$ cat config.mk
export PLATFORM = sky130hd
export DESIGN_NAME = fetch_stage_flat
export DESIGN_NICKNAME = d
export VERILOG_FILES = /design/src/rtl/rvx_pkg.sv /design/src/rtl/fetch_stage_if.sv /design/src/rtl/fetch_stage_perf_counter.sv /design/src/rtl/fetch_stage.sv /design/src/flat_wrapper.sv
export SDC_FILE = /design/constraint.sdc
export NUM_CORES = 1
export LEC_CHECK = 0
export CORE_UTILIZATION = 43
export DETAILED_ROUTE_END_ITERATION = 7
export GPL_TIMING_DRIVEN = 0
export PLACE_DENSITY = 0.78
export SLEW_MARGIN = 20
export SYNTH_ARGS = -nofsm -noshare
export SYNTH_HDL_FRONTEND = slang
export SYNTH_HIERARCHICAL = 1
export SYNTH_SLANG_ARGS = --single-unit
export TNS_END_PERCENT = 30
$ cat constraint.sdc
create_clock -name clk -period 2.9 [get_ports clk]
set_input_delay 0.87 -clock clk [delete_from_list [all_inputs] [get_ports clk]]
set_output_delay 0.87 -clock clk [all_outputs]
set_load 0.05 [all_outputs]
$ cat src/rtl/rvx_pkg.sv
// rvx_pkg: shared RV32 pipeline constants and the IF/ID record
package rvx_pkg;
    localparam logic [31:0] RVX_RESET_PC  = 32'h0000_0000;
    localparam logic [31:0] RVX_NOP_INSTR = 32'h0000_0013;
    typedef struct packed {
        logic [31:0] instr;
        logic [31:0] pc;
        logic [31:0] pc_plus4;
        logic        valid;
    } ifid_t;
endpackage

$ cat src/rtl/fetch_stage_if.sv
// fetch_stage_if: hazard, redirect, imem and observation signals of the fetch stage
interface fetch_stage_if;
    logic        stall_F;
    logic        stall_D;
    logic        flush_D;
    logic        PCSrc_E;
    logic [31:0] PCTarget_E;
    logic [31:0] imem_addr;
    logic [31:0] imem_rdata;
    logic [31:0] PC_F;
    logic [31:0] Instr_D;
    logic [31:0] PC_D;
    logic [31:0] PCPlus4_D;
    logic        valid_D;
    logic        misalign_err;
    logic [31:0] fetch_count;
    logic [31:0] stall_count;
    logic [31:0] flush_count;
    modport slave (
        input  stall_F, stall_D, flush_D, PCSrc_E, PCTarget_E, imem_rdata,
        output imem_addr, PC_F, Instr_D, PC_D, PCPlus4_D, valid_D, misalign_err,
        output fetch_count, stall_count, flush_count
    );
    modport master (
        output stall_F, stall_D, flush_D, PCSrc_E, PCTarget_E, imem_rdata,
        input  imem_addr, PC_F, Instr_D, PC_D, PCPlus4_D, valid_D, misalign_err,
        input  fetch_count, stall_count, flush_count
    );
endinterface

$ cat src/rtl/fetch_stage_perf_counter.sv
// perf_counter: free-running wrap-around event counter with enable
module perf_counter #(
    parameter int WIDTH = 32
) (
    input  logic             clk,
    input  logic             rst,
    input  logic             en_i,
    output logic [WIDTH-1:0] count_o
);
    logic [WIDTH-1:0] count_q, count_d;
    always_comb count_d = en_i ? count_q + 1'b1 : count_q;
    always_ff @(posedge clk)
        if (rst) count_q <= '0;
        else     count_q <= count_d;
    assign count_o = count_q;
endmodule

$ cat src/rtl/fetch_stage.sv
// fetch_stage: PC register, IF/ID pipeline register and fetch/stall/flush counters
module fetch_stage
    import rvx_pkg::*;
#(
    parameter logic [31:0] RESET_PC  = RVX_RESET_PC,
    parameter logic [31:0] NOP_INSTR = RVX_NOP_INSTR
) (
    input logic          clk,
    input logic          reset,
    fetch_stage_if.slave bus
);
    logic [31:0] pc_q, pc_d, pc_plus4_f;
    ifid_t       ifid_q, ifid_d, bubble;
    logic        misalign_q, misalign_d;
    assign bubble = '{instr: NOP_INSTR, pc: '0, pc_plus4: '0, valid: 1'b0};
    // redirect beats stall; flush beats stall
    always_comb begin
        pc_plus4_f = pc_q + 32'd4;
        pc_d       = bus.PCSrc_E ? bus.PCTarget_E : bus.stall_F ? pc_q : pc_plus4_f;
        ifid_d     = bus.flush_D ? bubble : bus.stall_D ? ifid_q :
                     '{instr: bus.imem_rdata, pc: pc_q, pc_plus4: pc_plus4_f, valid: 1'b1};
        misalign_d = misalign_q | (bus.PCSrc_E & (|bus.PCTarget_E[1:0]));
    end
    always_ff @(posedge clk)
        if (reset) begin
            pc_q       <= RESET_PC;
            ifid_q     <= bubble;
            misalign_q <= 1'b0;
        end else begin
            pc_q       <= pc_d;
            ifid_q     <= ifid_d;
            misalign_q <= misalign_d;
        end
    assign bus.imem_addr    = pc_q;
    assign bus.PC_F         = pc_q;
    assign bus.Instr_D      = ifid_q.instr;
    assign bus.PC_D         = ifid_q.pc;
    assign bus.PCPlus4_D    = ifid_q.pc_plus4;
    assign bus.valid_D      = ifid_q.valid;
    assign bus.misalign_err = misalign_q;
    perf_counter u_fetch_cnt (.clk(clk), .rst(reset), .en_i(~bus.flush_D & ~bus.stall_D), .count_o(bus.fetch_count));
    perf_counter u_stall_cnt (.clk(clk), .rst(reset), .en_i(bus.stall_F & ~bus.PCSrc_E), .count_o(bus.stall_count));
    perf_counter u_flush_cnt (.clk(clk), .rst(reset), .en_i(bus.flush_D), .count_o(bus.flush_count));
endmodule

$ cat src/flat_wrapper.sv
// flat-port wrapper written by rule: the top's interface ports become plain ports
module fetch_stage_flat import rvx_pkg::*;
#(
    parameter logic [31:0] RESET_PC  = RVX_RESET_PC,
    parameter logic [31:0] NOP_INSTR = RVX_NOP_INSTR
)
  (clk, reset, bus_stall_F, bus_stall_D, bus_flush_D, bus_PCSrc_E, bus_PCTarget_E, bus_imem_rdata, bus_imem_addr, bus_PC_F, bus_Instr_D, bus_PC_D, bus_PCPlus4_D, bus_valid_D, bus_misalign_err, bus_fetch_count, bus_stall_count, bus_flush_count);
  fetch_stage_if bus_i ();
  input logic clk;
  input logic reset;
  input wire logic [$bits(bus_i.stall_F)-1:0] bus_stall_F;
  input wire logic [$bits(bus_i.stall_D)-1:0] bus_stall_D;
  input wire logic [$bits(bus_i.flush_D)-1:0] bus_flush_D;
  input wire logic [$bits(bus_i.PCSrc_E)-1:0] bus_PCSrc_E;
  input wire logic [$bits(bus_i.PCTarget_E)-1:0] bus_PCTarget_E;
  input wire logic [$bits(bus_i.imem_rdata)-1:0] bus_imem_rdata;
  output wire logic [$bits(bus_i.imem_addr)-1:0] bus_imem_addr;
  output wire logic [$bits(bus_i.PC_F)-1:0] bus_PC_F;
  output wire logic [$bits(bus_i.Instr_D)-1:0] bus_Instr_D;
  output wire logic [$bits(bus_i.PC_D)-1:0] bus_PC_D;
  output wire logic [$bits(bus_i.PCPlus4_D)-1:0] bus_PCPlus4_D;
  output wire logic [$bits(bus_i.valid_D)-1:0] bus_valid_D;
  output wire logic [$bits(bus_i.misalign_err)-1:0] bus_misalign_err;
  output wire logic [$bits(bus_i.fetch_count)-1:0] bus_fetch_count;
  output wire logic [$bits(bus_i.stall_count)-1:0] bus_stall_count;
  output wire logic [$bits(bus_i.flush_count)-1:0] bus_flush_count;
  assign bus_i.stall_F = bus_stall_F;
  assign bus_i.stall_D = bus_stall_D;
  assign bus_i.flush_D = bus_flush_D;
  assign bus_i.PCSrc_E = bus_PCSrc_E;
  assign bus_i.PCTarget_E = bus_PCTarget_E;
  assign bus_i.imem_rdata = bus_imem_rdata;
  assign bus_imem_addr = bus_i.imem_addr;
  assign bus_PC_F = bus_i.PC_F;
  assign bus_Instr_D = bus_i.Instr_D;
  assign bus_PC_D = bus_i.PC_D;
  assign bus_PCPlus4_D = bus_i.PCPlus4_D;
  assign bus_valid_D = bus_i.valid_D;
  assign bus_misalign_err = bus_i.misalign_err;
  assign bus_fetch_count = bus_i.fetch_count;
  assign bus_stall_count = bus_i.stall_count;
  assign bus_flush_count = bus_i.flush_count;
  fetch_stage #(.RESET_PC(RESET_PC), .NOP_INSTR(NOP_INSTR)) u_core (.clk(clk), .reset(reset), .bus(bus_i));
endmodule
# Word-level counts from Yosys, hierarchy flattened
# Cells that the tools add are included.
# totals
register_bits,226
inputBits,70
# op_classes
add_sub_neg,4
eq_ne,1
muxes,2
n_bitwise,7
n_reduce_logical,2
# ops
op,n
"32-bit by 1-bit adder with 32-bit output, second input constant",3
32-bit two-way mux,2
"32-bit by 3-bit adder with 32-bit output, second input constant",1
2-bit OR reduction,2
1-bit AND,3
1-bit inverter,3
"2-bit by 1-bit != test with 1-bit output, second input constant",1
1-bit bitwise OR,1

# Logic depth before layout (Yosys ltp)
# logic_depth
depth_word,3
mapped_depth,9
ltp_nobuf,6

# By module
# The synthesis kept the hierarchy.
# modules_own_cells
module,n_inst,cells_each,area_per_inst_um2
fetch_stage,1,645,5830.6
perf_counter,3,181,1564.0

# Worst setup path after synthesis
# No wires, ideal clock.
# synth_timing
path_type,input to register
from,input bus_PCSrc_E
to,"register u_core.u_stall_cnt.count_q[27], in the netlist u_core/u_stall_cnt/count_o[27]"
setup_time_ns,0.121
t_arrival_ns,2.658
t_required_ns,2.779
path_slack_ns,0.121
path_stages,9
path_buffers,4
cell_sequence,clkbuf_1 clkbuf_1 nor2b_1 buf_2 and4_1 buf_2 nand4_1 nor3b_1 mux2_2
# synth_via
elab_chain_cells,2
# synth_rtl
element,line,rtl
start: declaration,flat_wrapper.sv:14,input wire logic [$bits(bus_i.PCSrc_E)-1:0] bus_PCSrc_E;
1-bit inverter,fetch_stage.sv:42,"perf_counter u_stall_cnt (.clk(clk), .rst(reset), .en_i(bus.stall_F & ~bus.PCSrc_E), .count_o(bus.stall_count) ..."
1-bit AND,fetch_stage.sv:42,
end signal: assignment,fetch_stage_perf_counter.sv:14,else count_q <= count_d;
end: declaration,fetch_stage_perf_counter.sv:10,"logic [WIDTH-1:0] count_q, count_d;"
# Every way passes these cells.
# A chain may end at the register's enable or synchronous reset.

# Worst setup path after layout
# layout_timing
from,"register u_core.pc_q[12], in the netlist u_core/bus.PC_F[12]"
to,output bus_imem_addr[12]
# layout_lines
element,line,rtl
start: declaration,fetch_stage.sv:12,"logic [31:0] pc_q, pc_d, pc_plus4_f;"
start signal: assignment,fetch_stage.sv:30,pc_q <= pc_d;
end: declaration,flat_wrapper.sv:17,output wire logic [$bits(bus_i.imem_addr)-1:0] bus_imem_addr;
# No word-level cell between the ends.

==> flow_summary.toml <==
[status]
run_status = "complete, no violations"

[finish]
multi_input_gate_area_sq_um = 5360
most_frequent_cells_in_the_layout = "309 x sky130_fd_sc_hd__clkdlybuf4s50_1, 224 x sky130_fd_sc_hd__dfxtp_1, 189 x sky130_fd_sc_hd__nor2_1"
layout.cells.most_common = "sky130_fd_sc_hd__clkdlybuf4s50_1"
post-route-cell-area_sq_um = 15000
drive_above_1_share = 0.109
synthToLayoutAreaGrowth_pct = 42.9
ff_latch_area_sq_um = 4480
nets = 1618
final_layout_fill_cell_count = 1995
finalCoreUtilization = 0.633

[clock_network]
clock_latency_ns = 0.52
cts_hold_buf = 0
clk_root_buffer_cell = "sky130_fd_sc_hd__clkbuf_16"
clk_path_buf_depth = 3
cts.htree.levels = 1
cts_inserted_buffers = 26
cts.reportedPaths.clkPinSlew_ns = 0.06
clock_tree_from_tritoncts = "done"
clock_sink_count = 224

[grt]
first_global_vias = 9456
grt_use_total = 0.251
globalRouteOverflowTotal = 0
first_pass_grt_wire_length_mm = 49.4
grt_start_max_net_pins = 23
antenna_found_initial = 1

[pwr]
p_leak_nw = 5.61
powerDensity_nw_per_um2 = 506
vdd_drop_max_uv = 398

[synthesis]
post_synth_inst_count = 1188
syn_area_per_cell_sq_um = 8.86
synth_enable_flop_cells = 0
postSynth.topFlopCell = "sky130_fd_sc_hd__dfxtp_1"
synth.net_count = 1262
ys_warn_count = 6
ys_types = 49
sequential_area_share_after_synthesis = 0.426
async_reset_ff_frac = 0
post_synth_instance_area_sq_um = 10500
synth-seq-cells = 224

[floorplan]
chipHeight_microns = 158
core_sq_um = 23800
chipWidth_microns = 158
start_util = 0.443
top_level_ports = 328
rows = 56
dieArea_sq_um = 25100

[min_path]
worstHoldPathCells = 1
worstHoldStart = "u_core/bus.valid_D$_SDFFE_PP0N_"
timing.hold.worst.class = "reg2reg"

[placed_design]
portBuffers = 325
preCtsSetupSlack_ns = -1.05
dpl.hpwl_mm = 24.1
place_congestion = 0.927
dpl-instance-area_sq_um = 14200

[detailed_routing]
first_iter_violations = 697
finalWirelength_mm = 32.8
detailedRoute.firstPassIterationCount = 5
detail-route-antenna-nets = 0
vias_per_cell = 5.30
detailed_route_wire_length_per_cell_microns = 17.4
routed-via-count = 9973
drc = 0

[worst_setup_path]
required_time_reported_for_the_critical_path_endpoint_ns = 2.03
critical_path.reg2reg.startpoint = "u_core/bus.PC_F[2]$_SDFFE_PP0N_"
rr_worst_depth = 7
crit_arrival_ns = 1.98
worstSetupEndpointType = "output port"
setup.worst_path.start_class = "flip-flop"
setup.worst_path.start = "u_core/bus.PC_F[12]$_SDFFE_PP0N_"
crit_path_max_fanout = 8
setup.worst_path.class = "reg2out"

[timing]
rsz_0062_raised_after_global_routing = "false"
post-route-worst-setup-slack_ns = 0.0483
final_hold_viols = 0
final-max-slew-violation-count = 0
max_clock_freq_ghz = 0.351
setup_viol = 0
worst_hold_slack_ns = 0.461
worst_pin_slew_ns = 0.927
setup_tns_ns = 0
max-slew-margin-rel = 0.382
finalCritPeriodShare = 0.983
worst_clk_skew_ns = 0.00933
timing.final.crit_period_ns = 2.85

[run]
cap_viol_max_count = 0
kinds of logic (layout without fill, tap and decap cells):
group	count (synthesis)	count (layout)	share of synthesized area
AOI/OAI and AO/OA	123	123	0.0672
xor gates and xnor gates	91	91	0.0757
adders and majority gates	4	4	0.00476
buffers and inverters	135	509	0.0654
DFF	224	224	0.426
muxes	110	110	0.109
other	0	1	0
and+or+nand+nor	501	501	0.252
cell usage after synthesis, types with 6 or more instances:
library cell	n	area, sq um
sky130_fd_sc_hd__dfxtp_1	224	4480
sky130_fd_sc_hd__nor2_1	189	709
sky130_fd_sc_hd__xor2_1	45	394
sky130_fd_sc_hd__mux2_1	6	67.6
sky130_fd_sc_hd__nor4_1	9	56.3
sky130_fd_sc_hd__mux2i_1	77	771
sky130_fd_sc_hd__a21oi_1	55	275
sky130_fd_sc_hd__clkbuf_1	62	233
sky130_fd_sc_hd__or4_1	10	75.1
sky130_fd_sc_hd__and3_1	13	81.3
sky130_fd_sc_hd__or3_1	15	93.8
sky130_fd_sc_hd__inv_1	15	56.3
sky130_fd_sc_hd__nand4_1	45	282
sky130_fd_sc_hd__o21ai_0	35	175
sky130_fd_sc_hd__o31ai_1	10	75.1
sky130_fd_sc_hd__and4_1	12	105
sky130_fd_sc_hd__nor4_4	6	128
sky130_fd_sc_hd__nand3_1	37	185
sky130_fd_sc_hd__xnor2_1	46	403
sky130_fd_sc_hd__nand2_1	52	195
sky130_fd_sc_hd__nor2b_1	32	200
sky130_fd_sc_hd__buf_2	13	65.1
sky130_fd_sc_hd__and2_1	6	37.5
sky130_fd_sc_hd__mux2_2	27	304
sky130_fd_sc_hd__a211oi_1	15	113
sky130_fd_sc_hd__buf_4	36	270
sky130_fd_sc_hd__nor3_1	44	220
stage by stage:
stage | instances | power, mW
after floorplan | 1188 | 3.98
after global placement | 1832 | 4.40
after detailed placement | 1832 | 4.41
after CTS | 1879 | 7.66
after global routing | 1881 | 7.84
final | 1882 | 7.61
power by group:
group	switching (mW)	total [mW]	internal (mW)
clock	1.28	3.26	1.99
sequential	0.0905	3.24	3.15
combinational	0.690	1.10	0.414
total	2.06	7.61	5.55
what timing repair did:
| item | CTS | global route |
|---|---|---|
| setup endpoints to repair | 105 | 102 |
| setup buffers | 1 | 2 |
| pin swaps | 2 | 3 |
| gates resized for setup | 11 | 16 |
sequential cells by signal (all words and copies together), names as in the netlist:
register	cells
u_core/u_flush_cnt/count_o	32
u_core/bus.PCPlus4_D	30
u_core/u_stall_cnt/count_o	32
u_core/bus.PC_D	32
u_core/bus.valid_D	1
u_core/bus.misalign_err	1
u_core/bus.Instr_D	32
u_core/u_fetch_cnt/count_o	32
u_core/bus.PC_F	32
worst paths after layout:
path | end | slack, ns
setup / recovery | bus_imem_addr[12] | 0.05
hold / removal | u_core/bus.valid_D$_SDFFE_PP0N_ | 0.46
setup reg to reg | u_core/bus.PCPlus4_D[24]$_SDFFE_PP0N_ | 0.30
hold reg to reg | u_core/bus.valid_D$_SDFFE_PP0N_ | 0.46
critical path: stages (launching register included):
cell                              delay [ns]
sky130_fd_sc_hd__dfxtp_1                0.49
sky130_fd_sc_hd__buf_4                  0.16
sky130_fd_sc_hd__clkdlybuf4s50_1        0.80
per-layer routing:
metal / routed length (microns) / up-vias / global-route usage
li1: - / 4799 / -
met1: 13300 / 4685 / 0.296
met2: 15700 / 423 / 0.439
met3: 2810 / 66 / 0.0664
met4: 996 / 0 / 0.0842
met5: 0 / - / 0
layout make-up:
class,count,area share
flip-flops and latches,224,0.298
clock buffers,41,0.0537
plain buffers,118,0.0419
well taps,319,0.0265
inverters,17,0.00424
diodes,1,0.000166
repair buffers,328,0.215
clock inverters,5,0.00349
multi-input cells,829,0.356
No activity file was read; power rests on OpenSTA's default activity.
